**src/rtl/csa_pkg.sv**
```systemverilog
// Shared definitions for the carry-save adder stages and the carry-propagate resolver.
package csa_pkg;

    localparam int CSA_WIDTH = 8;
    localparam int CSA_CHUNK = 4;

    typedef logic [1:0] state_t;

    localparam state_t ST_IDLE = 2'd0;
    localparam state_t ST_RUN  = 2'd1;
    localparam state_t ST_DONE = 2'd2;

    function automatic int nchunks(input int rw, input int chunk);
        return (rw + chunk - 1) / chunk;
    endfunction

endpackage

```
**src/rtl/csa_resolve_seq_chk.sv**
```systemverilog
// Simulation checker: the resolver's final chunk can never produce a carry-out.
module csa_resolve_seq_chk (
    input logic clk,
    input logic rst_n,
    input logic last_chunk,
    input logic cout
);

    a_no_final_cout: assert property (@(posedge clk) disable iff (!rst_n) last_chunk |-> !cout);

endmodule

```
**src/rtl/csa_resolve_seq_cpa_chunk.sv**
```systemverilog
// cpa_chunk: CHUNK-bit ripple-carry adder built from full-adder cells.
module cpa_chunk #(
    parameter int CHUNK = 4
) (
    input  logic [CHUNK-1:0] a,
    input  logic [CHUNK-1:0] b,
    input  logic             cin,
    output logic [CHUNK-1:0] sum,
    output logic             cout
);

    logic [CHUNK:0] c_s;

    assign c_s[0] = cin;

    for (genvar i = 0; i < CHUNK; i++) begin : g_fa
        assign sum[i]   = a[i] ^ b[i] ^ c_s[i];
        assign c_s[i+1] = (a[i] & b[i]) | (c_s[i] & (a[i] ^ b[i]));
    end

    assign cout = c_s[CHUNK];

endmodule

```
**src/rtl/csa_resolve_seq.sv**
```systemverilog
// Sequential carry-propagate resolver: out_result = in_sum + 2*in_carry, CHUNK bits per cycle.
// Optional macro CSA_RESOLVE_ZERO_SKIP_EN: an all-zero carry vector bypasses the ripple passes.
module csa_resolve_seq
    import csa_pkg::*;
#(
    parameter int WIDTH = CSA_WIDTH,
    parameter int CHUNK = CSA_CHUNK
) (
    input  logic             clk,
    input  logic             rst_n,
    input  logic             in_valid,
    output logic             in_ready,
    input  logic [WIDTH-1:0] in_sum,
    input  logic [WIDTH-1:0] in_carry,
    output logic             out_valid,
    input  logic             out_ready,
    output logic [WIDTH+1:0] out_result,
    output logic             busy
);

    localparam int RW  = WIDTH + 2;
    localparam int NCH = nchunks(RW, CHUNK);
    localparam int PW  = NCH * CHUNK;
    localparam int IW  = (NCH > 1) ? $clog2(NCH) : 1;
    localparam logic [IW-1:0] LAST_IDX = IW'(NCH - 1);

    state_t          state_r;
    state_t          state_s;
    logic [PW-1:0]   a_r;
    logic [PW-1:0]   b_r;
    logic [RW-1:0]   result_r;
    logic [IW-1:0]   idx_r;
    logic            cy_r;
    logic            in_ready_r;
    logic            out_valid_r;
    logic            busy_r;
    logic [CHUNK-1:0] a_chunk_s;
    logic [CHUNK-1:0] b_chunk_s;
    logic [CHUNK-1:0] sum_s;
    logic            cout_s;
    logic            accept_s;
    logic            zero_skip_s;
    logic            last_chunk_s;

    // Operands are padded to whole chunks, so the partial top chunk sees zeros.
    assign a_chunk_s    = a_r[32'(idx_r) * CHUNK +: CHUNK];
    assign b_chunk_s    = b_r[32'(idx_r) * CHUNK +: CHUNK];
    assign accept_s     = in_valid && in_ready_r;
    assign last_chunk_s = (state_r == ST_RUN) && (idx_r == LAST_IDX);

`ifdef CSA_RESOLVE_ZERO_SKIP_EN
    assign zero_skip_s = (in_carry == WIDTH'(0));
`else
    assign zero_skip_s = 1'b0;
`endif

    cpa_chunk #(
        .CHUNK (CHUNK)
    ) u_cpa (
        .a    (a_chunk_s),
        .b    (b_chunk_s),
        .cin  (cy_r),
        .sum  (sum_s),
        .cout (cout_s)
    );

    csa_resolve_seq_chk u_chk (
        .clk        (clk),
        .rst_n      (rst_n),
        .last_chunk (last_chunk_s),
        .cout       (cout_s)
    );

    // Next-state decode for the IDLE/RUN/DONE controller.
    always_comb begin
        state_s = state_r;
        case (state_r)
            ST_IDLE: begin
                if (accept_s) begin
                    state_s = zero_skip_s ? ST_DONE : ST_RUN;
                end else begin
                    state_s = ST_IDLE;
                end
            end
            ST_RUN: begin
                if (idx_r == LAST_IDX) begin
                    state_s = ST_DONE;
                end else begin
                    state_s = ST_RUN;
                end
            end
            ST_DONE: begin
                if (out_ready) begin
                    state_s = ST_IDLE;
                end else begin
                    state_s = ST_DONE;
                end
            end
            default: state_s = ST_IDLE;
        endcase
    end

    // State, operand, chunk-result and registered handshake outputs.
    always_ff @(posedge clk) begin
        if (!rst_n) begin
            state_r     <= ST_IDLE;
            a_r         <= '0;
            b_r         <= '0;
            result_r    <= '0;
            idx_r       <= '0;
            cy_r        <= 1'b0;
            in_ready_r  <= 1'b1;
            out_valid_r <= 1'b0;
            busy_r      <= 1'b0;
        end else begin
            state_r     <= state_s;
            in_ready_r  <= (state_s == ST_IDLE);
            out_valid_r <= (state_s == ST_DONE);
            busy_r      <= (state_s != ST_IDLE);
            if (accept_s) begin
                a_r   <= PW'(in_sum);
                b_r   <= PW'({in_carry, 1'b0});
                idx_r <= '0;
                cy_r  <= 1'b0;
                if (zero_skip_s) begin
                    result_r <= RW'(in_sum);
                end else begin
                    result_r <= result_r;
                end
            end else if (state_r == ST_RUN) begin
                idx_r <= idx_r + IW'(1);
                cy_r  <= cout_s;
                // Only bits below RW exist in the result; padding bits are dropped.
                for (int i = 0; i < RW; i++) begin
                    if ((i / CHUNK) == 32'(idx_r)) begin
                        result_r[i] <= sum_s[i % CHUNK];
                    end else begin
                        result_r[i] <= result_r[i];
                    end
                end
            end else begin
                idx_r <= idx_r;
                cy_r  <= cy_r;
            end
        end
    end

    assign in_ready   = in_ready_r;
    assign out_valid  = out_valid_r;
    assign out_result = result_r;
    assign busy       = busy_r;

endmodule

```
**config.mk**
```make
export PLATFORM = sky130hd
export DESIGN_NAME = csa_resolve_seq
export DESIGN_NICKNAME = d
export VERILOG_FILES = /design/src/rtl/csa_pkg.sv /design/src/rtl/csa_resolve_seq_chk.sv /design/src/rtl/csa_resolve_seq_cpa_chunk.sv /design/src/rtl/csa_resolve_seq.sv
export SDC_FILE = /design/constraint.sdc
export NUM_CORES = 1
export LEC_CHECK = 0
export CORE_MARGIN = 5
export CORE_UTILIZATION = 40
export CTS_BUF_LIST = sky130_fd_sc_hd__clkbuf_8
export DETAILED_ROUTE_END_ITERATION = 7
export GPL_ROUTABILITY_DRIVEN = 1
export PLACE_DENSITY = 0.75
export SETUP_SLACK_MARGIN = 0.4
export SYNTH_ARGS = -nofsm -noshare
export SYNTH_HDL_FRONTEND = slang
export SYNTH_SLANG_ARGS = --single-unit
```
**constraint.sdc**
```tcl
create_clock -name clk -period 3.42 [get_ports clk]
set_clock_uncertainty 0.2 [all_clocks]
set_input_delay 0.855 -clock clk [delete_from_list [all_inputs] [get_ports clk]]
set_output_delay 0.855 -clock clk [all_outputs]
set_load 0.01 [all_outputs]
```
# Word-level counts from Yosys, hierarchy flattened
# Cells that the tools add are included.
[totals]
out_inout_bits = 13
ramBits = 0
elab_cells = 55
n_memories = 0
mem_bits_ro = 0
ff_bits = 34
inputBits = 20
latch_bits = 0
[classes]
shift = 2
bitwise = 22
n_reduce_logical = 9
div_mod_pow = 0
multipliers = 0
muxes = 4
magnitude_cmp = 0
addsub = 1
eq_ne = 6
[ops]
columns = ["cell", "count"]
rows = [
  ["variable part select 12 x 5 -> 4 bit", 2],
  ["AND reduction 3 bit", 3],
  ["bitwise AND 1 bit", 8],
  ["bitwise XOR 1 bit", 8],
  ["== test 2 bit (second input constant)", 3],
  ["zero test 2 bit", 3],
  ["case mux 2 bit (3 select lines)", 1],
  ["two-way mux 2 bit", 2],
  ["bitwise OR 1 bit", 4],
  ["adder 2 x 1 -> 2 bit (second input constant)", 1],
  ["== test 1 x 2 -> 1 bit (first input constant)", 1],
  ["== test 2 x 1 -> 1 bit (second input constant)", 1],
  ["== test 2 bit (first input constant)", 1],
  ["inverter 1 bit", 2],
  ["nonzero test 2 bit", 1],
  ["OR reduction 2 bit", 1],
  ["logical AND 1 bit", 1],
  ["two-way mux 1 bit", 1],
]

# Depth between registers and ports, before layout
# Gate-level depths: netlist of run 1.
[logic_depth]
ltp_word = 10
depth_mapped = 11

# Modules after synthesis
# From an unflattened synthesis of run 1, not the netlist that was laid out.
[hier_totals]
hier_cells = 176
area_unflattened_um2 = 1585.3
[modules_own_cells]
columns = ["mod", "n_inst", "area_per_inst_um2", "seq_area_each_um2", "cells_per_inst"]
rows = [
  ["csa_resolve_seq", 1, 1467.7, 680.7, 162],
  ["cpa_chunk", 1, 117.6, 0.0, 14],
]

# Worst setup path after synthesis of run 1
# Ideal clock, no wire load.
[synth_timing]
path_type = "flip-flop to flip-flop"
from = "register idx_r[0]"
to = "register result_r[3] (netlist: out_result[3])"
n_path_buf = 1
setup_time_ns = 0.119
stages_incl_launch_ff = 12
setup_slack_ns = 0.718
arrival_time_ns = 2.383
path_cell_list = "dfxtp_1 buf_2 mux2_2 nand2_1 fa_1 inv_1 fa_1 inv_1 fa_1 fa_1 nand2b_1 mux2i_1"
[synth_between]
elab_chain_len = 9
[synth_rtl]
columns = ["item", "line", "rtl"]
rows = [
  ["from (decl)", "csa_resolve_seq.sv:32", "logic [IW-1:0] idx_r;"],
  ["from (signal assigned)", "csa_resolve_seq.sv:131", "idx_r <= idx_r + IW'(1);"],
  ["from (signal assigned)", "csa_resolve_seq.sv:142", "idx_r <= idx_r;"],
  ["variable part select 12 x 5 -> 4 bit (on tied branches)", "csa_resolve_seq.sv:46, csa_resolve_seq.sv:47", ""],
  ["bitwise XOR 1 bit", "csa_resolve_seq_cpa_chunk.sv:18", "assign c_s[i+1] = (a[i] & b[i]) | (c_s[i] & (a[i] ^ b[i]));"],
  ["bitwise AND 1 bit", "csa_resolve_seq_cpa_chunk.sv:18", ""],
  ["bitwise OR 1 bit", "csa_resolve_seq_cpa_chunk.sv:18", ""],
  ["bitwise AND 1 bit", "csa_resolve_seq_cpa_chunk.sv:18", ""],
  ["bitwise OR 1 bit", "csa_resolve_seq_cpa_chunk.sv:18", ""],
  ["bitwise AND 1 bit", "csa_resolve_seq_cpa_chunk.sv:18", ""],
  ["bitwise OR 1 bit", "csa_resolve_seq_cpa_chunk.sv:18", ""],
  ["bitwise XOR 1 bit", "csa_resolve_seq_cpa_chunk.sv:17", "assign sum[i] = a[i] ^ b[i] ^ c_s[i];"],
  ["to (signal assigned)", "csa_resolve_seq.sv:126", "result_r <= RW'(in_sum);"],
  ["to (signal assigned)", "csa_resolve_seq.sv:128", "result_r <= result_r;"],
  ["to (signal, indexed assignment)", "csa_resolve_seq.sv:136", "result_r[i] <= sum_s[i % CHUNK];"],
  ["to (decl)", "csa_resolve_seq.sv:31", "logic [RW-1:0] result_r;"],
]
# Parallel ways exist; a longest one is shown, timed or not.
# A chain may end at the register's enable or synchronous reset.

# Worst setup path after layout of run 1
[layout_timing]
from = "register idx_r[1]"
to = "register result_r[3] (netlist: out_result[3])"
# The elaborated chain is that of the path after synthesis.

==> impl_metrics.ini, run 1 <==
[run_status]
outcome = finished clean

[worst_setup_path]
critical_path.endpoint_type = flop
r2r_end = out_result[3]
worstReg2RegStart = idx_r[1]
critPathLaunch = idx_r[1]
path_max_fanout = 8
slowest_delay_ns = 0.45
slowest_stage = fa_1
setup.worst_path.start_class = flop
worstRegToRegCells = 11
worstSetupEndpoint = out_result[3]
reg2reg_setup_slack_ns = 0.65
path_cells = inv_2, and3_1, a31oi_1, fa_1, inv_1, fa_1, inv_1, fa_1, fa_1, nand2b_1, mux2i_1
worst-setup-path-type = flop to flop
crit_top_cell = fa_1
arrival_ns = 2.77
required_ns = 3.42

[placement]
io_buffer_count = 32
place_hpwl_mm = 2.17
post_dp_cell_area_mm2 = 0.00190
dp_cells = 239
gp_congestion = 0.752

[floorplan]
die_h_um = 72.5
die_w_um = 72.5
row_count = 22
initial_core_util_pct = 42.1
die_area_mm2 = 0.00526
core_mm2 = 0.00372
io_pins = 33

[cells_and_area]
final_cells = 246
drive_above_1_share_pct = 9.60
finalInstanceArea_mm2 = 0.00198
n_antenna_cell = 0
num-nets-final = 225
nFillCells = 362
syn_to_final_growth_pct = 26.7
utilization_pct = 53.3

[synth]
synthMostInstantiatedCell = nand2_1
synthesis.nets = 194
synth_enable_flop_cells = 0
ys_seq_area_share_pct = 43.6
synth_area_leaders = dfxtp_1 44%, nand2_1 12%, mux2i_1 8.3%, a21boi_1 7.7%, fa_1 5.1%
netlist.area_leader.share_pct = 43.6
ys_seq_elements = 34
syn_inst = 167
async_flop_share_pct = 0
synth_top_flop_cell = dfxtp_1
yosysUniqueCellTypes = 29
synth_top_area_cell = dfxtp_1
synth.avg_cell_area_um2 = 9.36
ys_top_cells_by_count = 49 x nand2_1, 34 x dfxtp_1, 16 x a21boi_1, 13 x mux2i_1, 6 x nor2_1
ys_warn_count = 0
syn_area_mm2 = 0.00156

[clocking]
htree_levels = 2
cts-resized-gates = 0
clkSinkCount = 34
insertion_delay_ns = 0.27
cts_tree = built
hold_buffers = 0
postCtsSetupBuffers = 0
ctsRootBufferMaster = clkbuf_8
clock_path_buffers = 2
cts_buffers = 5
clk_pin_slew_ns = 0.06

[sta]
timing.final.max_slew_violations = 0
fin_crit_sh_pct = 81.0
worst-slew-pin-transition_ns = 0.919
period_needed_ns = 2.77
hold_violations = 0
rsz0062_at_grt = false
clock.fmax_mhz = 361
slew-limit-headroom_pct = 38.6
fin_tns_setup_ns = 0
finalSetupViolCount = 0

[power_and_ir_drop]
pwr-share-seq_pct = 53.1
worst_ir_drop_vdd_v = 0.000253
p_clk_share_pct = 31.7
p_per_area_mw_per_mm2 = 407
swShare_pct = 23.8
p_leak_nw = 0.792
pwr-share-comb_pct = 15.2
p_int_w = 0.000614
netSwitchingPower_w = 0.000192

[grt]
overflow = 0
grt_pass1_vias = 1175
grt_pass1_wl_mm = 4.91
track_usage_pct = 12.2
grt_max_degree = 24
antenna_found_initial = 0

[route]
routed_wl_mm = 2.88
wl_per_cell_um = 11.7
dr_total_vias = 1157
antenna_left = 0
first_pass_iters = 4
via_per_inst = 4.70
first_iter_violations = 33
remaining_drc_errors = 0

[run]
maxCapViolCount = 0

[hold_path]
min_path_type = flop to flop
hold_path_depth = 2
==> how the worst min path moves through the flow <==
stage,from,to
CTS,a_r[4],a_r[4]
detailed placement,a_r[3],a_r[3]
global placement,a_r[3],a_r[3]
finish,a_r[4],a_r[4]
global route,a_r[2],a_r[2]
floorplan,b_r[4],b_r[4]
==> power by group through the flow <==
stage               Combinational, W  Sequential, W  Clock, W
finish                      0.000122       0.000427  0.000255
global route                0.000137       0.000430  0.000284
CTS                         0.000125       0.000427  0.000265
detailed placement          0.000124       0.000436         0
global placement            0.000122       0.000436         0
floorplan                  0.0000813       0.000434         0
==> cells by family (layout without fill, tap and decap cells) <==
kind of cell    after synthesis  count (layout)  synth area share, %
simple gates                 69              69                 21.0
buf+inv                      15              46                 4.72
xor+xnor                      1               1                0.561
fa+ha+maj                     7               7                 7.53
compound gates               22              22                 10.0
mux                          19              19                 12.6
flops                        34              34                 43.6
==> layer usage <==
metal	track usage (%)	vias up	part of all wire [%]	wire, um
li1	-	605	-	-
met1	13.9	523	46	1330
met2	20.8	23	47	1340
met3	2.91	6	4.9	140
met4	6.76	0	2.3	66
met5	0	-	0	0
==> state kept, by name (all words and copies together), names as in the netlist <==
register and flops:
state_r 2, in_ready 1, out_result 10, out_valid 1
b_r 8, busy 1, cy_r 1, a_r 8
idx_r 2
==> worst max-delay path: cells and delay by family (launching register included) <==
kind	cells	cell delay, ns
AND/OR/NAND/NOR	2	0.33
AO/OA/AOI/OAI	1	0.05
adder cells (fa/ha/maj)	4	1.37
multiplexers	1	0.12
flip-flops	1	0.36
buffers and inverters	3	0.25
==> final cells by class <==
type,instances,area (um^2),share of cell area [%]
clock buffers,5,68.8,3.47
flip-flops and latches,34,682,34.4
inverters,5,18.8,0.948
well taps,48,60.1,3.03
repair buffers,34,335,16.9
clock inverters,2,7.51,0.379
multi-input cells,118,808,40.8
==> cells in the final DEF, fill, tap and decap left out, drive strengths merged, types with 2 or more instances in the layout <==
cell            n
mux2            6
ha              3
a21oi           2
dfxtp          34
mux2i          13
a21boi         16
nand3           3
nor2b           3
nand2          50
nor3b           2
clkbuf          5
buf             2
fa              4
clkdlybuf4s50  32
inv             7
nand2b          3
nor2            6
==> through the flow <==
stage	hold slack, ns	setup slack (ns)	total power (W)
detailed placement	0.243	0.537	0.000560
floorplan	0.231	0.718	0.000515
CTS	0.254	0.535	0.000816
global placement	0.240	0.681	0.000557
finish	0.250	0.649	0.000805
global route	0.271	0.440	0.000851
No activity file was read; power rests on OpenSTA's default activity.
==> run 2: changes to the inputs <==
--- a/config.mk
+++ b/config.mk
@@ -10,7 +10,7 @@
 export CTS_BUF_LIST = sky130_fd_sc_hd__clkbuf_8
 export DETAILED_ROUTE_END_ITERATION = 7
 export GPL_ROUTABILITY_DRIVEN = 1
-export PLACE_DENSITY = 0.75
+export PLACE_DENSITY = 0.78
 export SETUP_SLACK_MARGIN = 0.4
 export SYNTH_ARGS = -nofsm -noshare
 export SYNTH_HDL_FRONTEND = slang
==> constraint.sdc (replaced) <==
create_clock -name clk -period 2.5 [get_ports clk]
set_clock_uncertainty 0.2 [all_clocks]
set_input_delay 0.625 -clock clk [delete_from_list [all_inputs] [get_ports clk]]
set_output_delay 0.625 -clock clk [all_outputs]
set_load 0.01 [all_outputs]
==> run 2 against run 1 <==
The flow now finishes with violations (negative setup slack). Fmax increased by 8.3%. Setup slack got worse by 0.71 ns. Die area unchanged. Sequential cell count unchanged. Via count increased by 1.6%. Clock-buffer cell count increased by 3. Cell area increased by 7.5%. Critical path type unchanged. Highest routed layer unchanged.
==> impl_metrics.ini, run 2 (same netlist as run 1, synthesis figures left out) <==
[run_status]
outcome = finished, violations left
violations = negative setup slack

[grt]
grt_pass1_vias = 1143
gr-usage-met1_pct = 14.6
grt_use_met3_pct = 3.88
grt_max_degree = 17
grt_busiest_layer = met2
antenna_found_initial = 0
overflow = 0
track_usage_pct = 12.7
grt_pass1_wl_mm = 5.12
met2_usage_pct = 20.8

[worst_setup_path]
cpLargestDelayFamily = adder cells
setup.worst_path.start_class = flop
path_max_fanout = 5
arrival_ns = 2.53
crit_top_cell = fa_2
critPathLaunch = idx_r[0]
slowest_stage = fa_1
critical_path.endpoint_type = flop
path_cells = mux2_4, nand2_4, fa_2, inv_2, fa_2, inv_2, fa_2, fa_1, nand2b_4, mux2i_1
worstReg2RegStart = idx_r[0]
crit_buf_inv = 2
required_ns = 2.47
slowest_delay_ns = 0.48
worst-setup-path-type = flop to flop

[cells_and_area]
n_antenna_cell = 0
num-nets-final = 235
layout_commonest_cell = nand2_1
nFillCells = 329
largest_reg_flops = 10
syn_to_final_growth_pct = 36.2
drive_above_1_share_pct = 19.6
final_cell_mix = 48 x nand2_1, 32 x dfxtp_1, 31 x clkdlybuf4s50_1
final_cells = 257

[sta]
fin_crit_sh_pct = 102
clock.fmax_mhz = 391
slew-limit-headroom_pct = 74.0
rsz0062_at_grt = true
period_needed_ns = 2.56
fin_hold_ws_ns = 0.253
hold_violations = 0
worst_slack_ns = -0.0593
worst-slew-pin-transition_ns = 0.389
finalSetupViolCount = 2
timing.final.max_slew_violations = 0

[clocking]
cts_buffers = 5
hold_buffers = 0
clock_path_buffers = 2
cts_tree = built
clkSinkCount = 34
htree_levels = 2
clk_pin_slew_ns = 0.06
insertion_delay_ns = 0.28
ctsRootBufferMaster = clkbuf_8

[run]
maxCapViolCount = 0

[placement]
io_buffer_count = 32
place_hpwl_mm = 2.29
gp_congestion = 0.725
dp_cells = 248
place_ws_ns = -0.0629

[hold_path]
min_from = a_r[3]
min_path_type = flop to flop

[route]
first_iter_violations = 31
remaining_drc_errors = 0
dr_total_vias = 1176
antenna_left = 0
via_per_inst = 4.58
routed_wl_mm = 2.92
first_pass_iters = 3
wl_per_cell_um = 11.4

[power_and_ir_drop]
p_leak_nw = 0.867
p_per_area_mw_per_mm2 = 580
worst_ir_drop_vdd_v = 0.000276
power_w = 0.00123

[floorplan]
die_h_um = 72.5
core_mm2 = 0.00372
initial_core_util_pct = 42.1
die_w_um = 72.5
die_area_mm2 = 0.00526
row_count = 22
io_pins = 33
## run 2: cell types whose count changed in the layout (fill, tap and decap cells not counted), sizes merged
cell / before / now
inv: 7 / 5
dlymetal6s2s: 0 / 1
clkdlybuf4s50: 32 / 31
buf: 2 / 12
clkbuf: 5 / 8
## run 2: final timing paths
| kind | endpoint | slack [ns] | cells after the start |
|---|---|---|---|
| worst max-delay path | out_result[7] | -0.06 | 10 |
| worst min-delay path | a_r[3] | 0.25 | 2 |
| worst min register to register | a_r[3] | 0.25 | 2 |
| worst max register to register | out_result[7] | -0.06 | 10 |
## run 2: tightest hold or removal path, stage by stage (launching register included)
cell and delay (ns):
dfxtp_1 0.31, nand2_1 0.05, a21boi_1 0.05
## run 2: repair_timing
item	in CTS	in global routing
setup buffers	1	0
setup endpoints to repair	5	6
cloned	0	0
resized for setup	6	2
## run 2: final cells by class
type / count / area, um^2 / share of cell area [%]
multi-input cells: 118 / 841 / 39.5
flip-flops and latches: 34 / 686 / 32.2
repair buffers: 44 / 413 / 19.4
clock buffers: 8 / 110 / 5.17
well taps: 48 / 60.1 / 2.82
inverters: 5 / 18.8 / 0.882
## run 2: per-stage QoR
step | utilization [%] | cell area [um^2] | TNS, ns
finish | 57.3 | 2130 | -0.115
global route | 57.3 | 2130 | -0.274
CTS | 57.1 | 2120 | -0.0866
detailed placement | 53.6 | 1990 | -0.121
global placement | 53.6 | 1990 | 0
floorplan | - | 1590 | -0.0954
## run 2: routing by layer
metal	vias to the layer above	share of wire (%)
li1	624	-
met3	5	5.1
met5	-	0
met1	521	44
met2	26	49
met4	0	1.6
## run 2: power breakdown
| group | total, W | switching [W] | internal [W] |
|---|---|---|---|
| clock network | 0.000464 | 0.000186 | 0.000278 |
| logic | 0.000188 | 0.0000845 | 0.000103 |
| registers | 0.000583 | 0.0000149 | 0.000568 |
